==> config.mk <==
export PLATFORM = sky130hd
export DESIGN_NAME = serial_alu_ctrl
export DESIGN_NICKNAME = d
export VERILOG_FILES = /design/src/rtl/serial_alu_ctrl.sv
export SDC_FILE = /design/constraint.sdc
export NUM_CORES = 1
export LEC_CHECK = 0
export BUFFER_PORTS_ARGS = -buffer_cell sky130_fd_sc_hd__buf_2
export CORE_MARGIN = 2
export CORE_UTILIZATION = 45
export DETAILED_ROUTE_END_ITERATION = 7
export GPL_TIMING_DRIVEN = 0
export PLACE_DENSITY_LB_ADDON = 0.25
export SLEW_MARGIN = 20
export SYNTH_ARGS = -nofsm -noshare
export SYNTH_HDL_FRONTEND = slang
export SYNTH_SLANG_ARGS = --single-unit
==> constraint.sdc <==
create_clock -name clk -period 6.2 [get_ports clk]
set_input_delay 0.62 -clock clk [delete_from_list [all_inputs] [get_ports clk]]
set_output_delay 0.62 -clock clk [all_outputs]
set_load 0.02 [all_outputs]
==> src/rtl/serial_alu_ctrl.sv <==
// Bit-serial AND/OR/ADD/SUB sequencer driving one 1-bit ALU, LSB first, one bit per clock.
// Define OVERFLOW_EN to add the signed-overflow output for ADD/SUB.

module alu1bit (
   input  logic       i_a,
   input  logic       i_b,
   input  logic       i_cin,
   input  logic [1:0] i_op,
   output logic       o_s,
   output logic       o_cout
);
   always_comb begin
      // NOTE: every combinational output gets a default first so no path infers a latch.
      o_s    = 1'b0;
      o_cout = 1'b0;
      unique case (i_op)
         2'b00: o_s = i_a & i_b;
         2'b01: o_s = i_a | i_b;
         2'b10: o_s = i_a ^ i_b;
         2'b11: begin
            o_s    = i_a ^ i_b ^ i_cin;
            o_cout = (i_a & i_b) | (i_cin & (i_a ^ i_b));
         end
      endcase
   end
endmodule

module serial_alu_ctrl #(
   parameter int WIDTH = 8
) (
   input  logic             clk,
   input  logic             rst_n,
   input  logic             start,
   input  logic [1:0]       op,
   input  logic [WIDTH-1:0] a,
   input  logic [WIDTH-1:0] b,
   output logic             busy,
   output logic             done,
   output logic [WIDTH-1:0] result,
   output logic             carry_out,
   output logic             zero
`ifdef OVERFLOW_EN
   ,
   output logic             overflow
`endif
);
   localparam int CW = $clog2(WIDTH);
   localparam logic [CW-1:0] LAST = CW'(WIDTH - 1);

   typedef enum logic [1:0] {ST_IDLE, ST_RUN, ST_DONE} state_t;

   state_t           r_state;
   logic [WIDTH-1:0] r_a, r_b, r_shift;
   logic [1:0]       r_op;
   logic [CW-1:0]    r_cnt;
   logic             r_carry, r_busy, r_done, r_carry_out, r_zero;
`ifdef OVERFLOW_EN
   logic             r_ovf_msb, r_overflow;
`endif

   logic       w_run, w_arith;
   logic       w_alu_a, w_alu_b, w_alu_cin, w_alu_s, w_alu_cout;
   logic [1:0] w_alu_op;

   assign w_run   = (r_state == ST_RUN);
   assign w_arith = r_op[1];

   // SUB is a + ~b + 1: invert B here, the +1 comes from the carry preset at accept.
   assign w_alu_a   = w_run & r_a[r_cnt];
   assign w_alu_b   = w_run & (r_b[r_cnt] ^ (r_op == 2'b11));
   assign w_alu_cin = w_run & r_carry;
   assign w_alu_op  = !w_run ? 2'b00 : (w_arith ? 2'b11 : r_op);

   alu1bit u_alu (
      .i_a    (w_alu_a),
      .i_b    (w_alu_b),
      .i_cin  (w_alu_cin),
      .i_op   (w_alu_op),
      .o_s    (w_alu_s),
      .o_cout (w_alu_cout)
   );

   always_ff @(posedge clk or negedge rst_n) begin
      if (!rst_n) begin
         r_state     <= ST_IDLE;
         r_a         <= '0;
         r_b         <= '0;
         r_op        <= 2'b00;
         r_cnt       <= '0;
         r_carry     <= 1'b0;
         r_shift     <= '0;
         r_busy      <= 1'b0;
         r_done      <= 1'b0;
         r_carry_out <= 1'b0;
         r_zero      <= 1'b0;
`ifdef OVERFLOW_EN
         r_ovf_msb   <= 1'b0;
         r_overflow  <= 1'b0;
`endif
      end else begin
         // NOTE: sequential state uses non-blocking assignments so every flop samples pre-edge values.
         unique case (r_state)
            ST_IDLE: begin
               if (start) begin
                  r_a     <= a;
                  r_b     <= b;
                  r_op    <= op;
                  r_cnt   <= '0;
                  r_carry <= (op == 2'b11);
                  r_state <= ST_RUN;
               end
            end
            ST_RUN: begin
               r_shift <= {w_alu_s, r_shift[WIDTH-1:1]};
               r_carry <= w_arith & w_alu_cout;
               if (r_cnt == LAST) begin
                  r_state   <= ST_DONE;
`ifdef OVERFLOW_EN
                  r_ovf_msb <= w_alu_cin ^ w_alu_cout;
`endif
               end else begin
                  r_cnt <= r_cnt + CW'(1);
               end
            end
            ST_DONE: begin
               r_carry_out <= w_arith & r_carry;
               r_zero      <= (r_shift == '0);
`ifdef OVERFLOW_EN
               r_overflow  <= w_arith & r_ovf_msb;
`endif
               r_state     <= ST_IDLE;
            end
            default: r_state <= ST_IDLE;
         endcase
         r_busy <= (r_state == ST_RUN) || (r_state == ST_DONE);
         r_done <= (r_state == ST_DONE);
      end
   end

   assign busy      = r_busy;
   assign done      = r_done;
   assign result    = r_shift;
   assign carry_out = r_carry_out;
   assign zero      = r_zero;
`ifdef OVERFLOW_EN
   assign overflow  = r_overflow;
`endif

endmodule

Word level (Yosys, flattened, before mapping) --
Index checks and enable logic that the tools add are counted.
Word-level totals: register bits after elaboration 36, input bits 21, output and inout bits 12, logic and storage cells 61
Cells by class: add/subtract/negate cells 1, magnitude comparators 1, eq/ne operators 11, mux-type cells 16, bitwise operators 12, reductions and logical operators 9
Operators with widths (count):
- == test 2 bit, second input constant | 5
- zero test 8 bit | 1
- two-way mux 2 bit | 4
- AND 1 bit | 7
- binary-select mux 1 bit (select 3 bit) | 2
- two-way mux 3 bit | 2
- case mux 3 bit (2 select lines) | 1
- AND reduction 2 bit | 3
- == test 2 x 1 -> 1 bit, second input constant | 2
- zero test 2 bit | 2
- less-than comparator 3 x 4 -> 1 bit, second input constant | 1
- two-way mux 1 bit | 4
- != test 2 bit, second input constant | 2
- case mux 1 bit (4 select lines) | 1
- case mux 2 bit (2 select lines) | 1
- adder 3 x 1 -> 3 bit, second input constant | 1
- == test 3 bit, second input constant | 1
- AND reduction 3 bit | 1
- XOR 1 bit | 3
- != test 2 x 1 -> 1 bit, second input constant | 1
- OR 1 bit | 2
- case mux 1 bit (2 select lines) | 1
- nonzero test 2 bit | 1
- logical OR 1 bit | 1

Logic depth before layout (Yosys ltp) --
depth after elaboration 10, depth in mapped cells 10, mapped depth without buffers 9

By module --
From an unflattened synthesis, not the netlist that was laid out.
Second synthesis, totals: cells, all modules 130, area total of the unflattened synthesis 1736.7 um^2
Modules (own cells, without submodules):
- serial_alu_ctrl | times used 1, cells an instance 122, area each 1650.3 um^2, seq. area each 900.9 um^2
- alu1bit | times used 1, cells an instance 8, area each 86.3 um^2, seq. area each 0.0 um^2

Worst setup path before layout --
No wires, ideal clock.
kind register -> register, start point reg r_state[1], end point reg r_shift[7] (netlist: result[7]), library setup time 136 ps, arrival time 2167 ps, required time 6064 ps, path slack 3896 ps, cell stages (with the launch flop) 11, path buffers 2, clock period less this slack 2304 ps, cells stage by stage dfrtp_1 > inv_1 > ha_1 > clkbuf_1 > clkbuf_1 > and2_4 > inv_2 > fa_1 > nand2_1 > o211ai_1 > o21ai_0
Between the ends: cells in the longest elaborated chain, start to end 5, elaborated cells between the ends (all ways) 14, those cells by class 4 x eq/ne; 2 x mux; 7 x bitwise; 1 x reduce/logical
RTL lines:
- from (decl) | RTL line 52 | state_t r_state;
- from (signal assigned) | RTL line 85 | r_state <= ST_IDLE;
- from (signal assigned) | RTL line 110 | r_state <= ST_RUN;
- from (signal assigned) | RTL line 117 | r_state <= ST_DONE;
- == test 2 x 1 -> 1 bit * | RTL line 65, 102
- AND 1 bit (on tied branches) | RTL line 69, 70
- XOR 1 bit | RTL line 19, 21
- XOR 1 bit | RTL line 21 | o_s = i_a ^ i_b ^ i_cin;
- case mux 1 bit (4 select lines) | RTL line 16 | unique case (i_op)
- to (signal assigned) | RTL line 114 | r_shift <= {w_alu_s, r_shift[WIDTH-1:1]};
- to (decl) | RTL line 53 | logic [WIDTH-1:0] r_a, r_b, r_shift;
Every way passes the cells marked *; elsewhere a longest branch is shown, timed or not. A chain may end at the register's enable or synchronous reset.

Final worst setup path --
Ends and elaborated chain as after synthesis.

==> results.yml <==
run_status:
  outcome: "finished, final reports clean"
power:
  power.ir.vdd_worst_mv: 0.211
  p_total_w: 0.00100
  leakage_nw: 0.956
  power_density_relative_to_cell_area_nw_per_um2: 498
floorplan:
  dieArea_um2: 4330
  fp.dieW_um: 65.8
  die-height_um: 65.8
  core_region_area_um2: 3660
  io_pins: 33
  floorplan.initialDensity: 0.469
  core.rowCount: 22
sta:
  tns_ns: 0
  finalHoldViolCount: 0
  finalWorstPathRequiredPeriod_ns: 2.71
  maxClockFrequency_mhz: 370
  fin_crit_sh: 0.436
  grt_setup_unrepaired: "false"
  timing.max_slew.rel_slack: 0.491
  max_slew.worst_pin.slew_ns: 0.764
  slew_violations: 0
  fin_worst_skew_ns: 0.00629
  timing.final.setup_violations: 0
grt:
  number_of_global_route_vias_before_repair: 1141
  grt_first_pass_wirelength_um: 5090
  grt_usage: 0.158
  grt_start_max_net_pins: 37
  grt_antenna_before_repair: 0
  globalRoute.totalOverflow: 0
run:
  drv.max_cap_violation_count: 0
finish:
  fin_nets: 198
  flow.area_growth_from_synthesis_pct: 17.3
  stdcell_count: 216
  area_taken_by_multi_input_logic_gates_um2: 766
  insertedDiodeCount: 0
  drive_gt1_frac: 0.423
  layout.filler_cells: 330
  layout.cell_area.non_filler_um2: 2010
  sequential_cell_area_um2: 901
synthesis:
  synth_fp_nets: 159
  synth-edff-count: 0
  yosysWarningCount: 0
  ys_types: 26
  top_flip_flop_cell_by_instance_count_after_synthesis: "sky130_fd_sc_hd__dfrtp_1"
  async_flop_share: 1.00
  syn_area_per_cell_um2: 13.3
  synth.ff_latch_count: 36
  postSynthCellCount: 129
  synth_sequential_area_ratio: 0.525
  post_synth_instance_area_um2: 1720
drt:
  viasPerCell: 5.12
  drtAntennaViolNets: 0
  drt_first_pass_iters: 4
  routed-via-count: 1105
  drc: 0
  drt-total-wl_um: 2860
  wire_per_inst_um: 13.2
  dr.first_iter.drc_count: 25
place:
  hpwlAfterDp_um: 2120
  numPortBuffers: 32
  dpl-instance-area_um2: 1940
  finalWeightedCongestion: 0.754
  numPlacedInstances: 209
min_path:
  hold_path.class: "input pin to async pin"
clock_tree:
  post-cts-setup-buffers: 0
  post_cts_resize_count: 0
  clk-insertion-delay-late_ns: 0.28
  clock-root-buffer: "sky130_fd_sc_hd__clkbuf_8"
  ctsHtreeMaxLevel: 2
  holdBufCountCts: 0
  clkSlewWorstSetupHoldPaths_ns: 0.07
  clock_path_buffers: 2
  cts-buffers-inserted: 5
  numClockSinks: 36
  tritoncts: "yes"
worst_setup_path:
  biggest_cell_delay_along_the_critical_path_ns: 0.53
  critPathKind: "flip-flop to flip-flop"
  max_fo_critical_path: 10
  worst_endpoint_data_arrival_time_ns: 2.85
  critPathBufInv: 4
  setup.reg_to_reg.worst_slack_ns: 3.49
  critical_path.endpoint_type: "flip-flop"
  critPathMostFrequentCell: "sky130_fd_sc_hd__clkbuf_1"
  startpoint_type: "flip-flop"
  critical-path-top-delay-family: "buffers and inverters"
  cp_cell_sequence: "inv_1, ha_1, clkbuf_1, clkbuf_1, and2_4, inv_2, fa_1, nand2_1, o211ai_1, o21ai_0"
  slowest_cp_cell: "sky130_fd_sc_hd__fa_1"
  worst-endpoint-required_ns: 6.35
-- area by class of cell --
type                       count  area share
timing repair buffer          32      0.0795
sequential                    36       0.447
clock inverter                 1     0.00248
clock buffer                   6      0.0360
inverter                       7      0.0130
tap                           48      0.0298
buffer                         4      0.0118
multi-input combinational     82       0.380
-- sequential cells by signal, indices dropped and copies added (netlist names), 2 cells and up --
signal,cells
r_cnt,3
r_state,2
r_op,2
r_a,8
r_b,8
result,8
-- cells by family after synthesis --
kind of cell,count (synthesis),share of synthesized area
simple gates,23,0.0649
fa+ha+maj,9,0.0700
compound gates,14,0.0561
mux,35,0.250
xor+xnor,1,0.00510
buf+inv,11,0.0291
flops,36,0.525
-- power breakdown --
part / leakage (nW) / internal [W] / switching (W)
clock network: 0.0410 / 0.0000762 / 0.0000756
registers: 0.446 / 0.000344 / 0.0000707
logic: 0.470 / 0.000227 / 0.000209
total: 0.956 / 0.000647 / 0.000355
-- cells in the mapped netlist, types with 2 or more instances --
| cell type | instances | area (um^2) |
|---|---|---|
| sky130_fd_sc_hd__mux4_1 | 2 | 52.6 |
| sky130_fd_sc_hd__a22o_1 | 3 | 26.3 |
| sky130_fd_sc_hd__inv_1 | 6 | 22.5 |
| sky130_fd_sc_hd__mux2i_1 | 5 | 50.1 |
| sky130_fd_sc_hd__dfrtp_1 | 36 | 901 |
| sky130_fd_sc_hd__o22a_1 | 2 | 17.5 |
| sky130_fd_sc_hd__nor4_1 | 2 | 12.5 |
| sky130_fd_sc_hd__clkbuf_1 | 2 | 7.51 |
| sky130_fd_sc_hd__ha_1 | 8 | 100 |
| sky130_fd_sc_hd__nor2_1 | 2 | 7.51 |
| sky130_fd_sc_hd__nor2b_1 | 3 | 18.8 |
| sky130_fd_sc_hd__mux2_2 | 27 | 304 |
| sky130_fd_sc_hd__o21ai_0 | 7 | 35.0 |
| sky130_fd_sc_hd__nand3_1 | 2 | 10.0 |
| sky130_fd_sc_hd__nand2_1 | 11 | 41.3 |
-- per-layer routing --
| layer | part of all wire | GRT usage |
|---|---|---|
| met3 | 0.056 | 0.0531 |
| met5 | 0 | 0 |
| met4 | 0.015 | 0.0547 |
| met2 | 0.50 | 0.268 |
| met1 | 0.43 | 0.186 |
-- stage by stage --
stage	hold WS, ns	util	setup slack (ns)
floorplan	0.324	-	3.90
global route	0.486	0.550	3.28
detailed placement	0.495	0.529	3.51
global placement	0.480	0.529	3.60
finish	0.406	0.550	3.49
CTS	0.439	0.550	3.49
-- path summary, 6_finish.rpt --
kind	startpoint	end	depth (start not counted)
min reg2reg	r_carry$_DFFE_PN0P_	r_carry$_DFFE_PN0P_	2
min in group clk	r_carry$_DFFE_PN0P_	r_carry$_DFFE_PN0P_	2
max in group asynchronous	rst_n	r_b[1]$_DFFE_PN0P_	1
max	r_state[1]$_DFFE_PN0P_	result[7]$_DFFE_PN0N_	10
min	rst_n	result[0]$_DFFE_PN0N_	1
max reg2reg	r_state[1]$_DFFE_PN0P_	result[7]$_DFFE_PN0N_	10
-- cell usage in the layout, fill, tap and decap left out, types with 2 or more instances in the layout --
master,count
sky130_fd_sc_hd__a22o_1,3
sky130_fd_sc_hd__buf_2,33
sky130_fd_sc_hd__clkbuf_1,3
sky130_fd_sc_hd__clkbuf_8,5
sky130_fd_sc_hd__dfrtp_1,36
sky130_fd_sc_hd__ha_1,8
sky130_fd_sc_hd__inv_1,6
sky130_fd_sc_hd__mux2_2,27
sky130_fd_sc_hd__mux2i_1,5
sky130_fd_sc_hd__mux4_1,2
sky130_fd_sc_hd__nand2_1,11
sky130_fd_sc_hd__nand3_1,2
sky130_fd_sc_hd__nor2_1,2
sky130_fd_sc_hd__nor2b_1,3
sky130_fd_sc_hd__nor4_1,2
sky130_fd_sc_hd__o21ai_0,7
sky130_fd_sc_hd__o22a_1,2
-- worst reg2reg max path: cells and delay by family, from the launching register on --
family | cells | cell delay, ns
fa+ha+maj | 2 | 0.72
flops | 1 | 0.39
compound gates | 2 | 0.19
buf+inv | 4 | 1.00
simple gates | 2 | 0.29
Note: power is estimated with default switching activity, not from simulation.
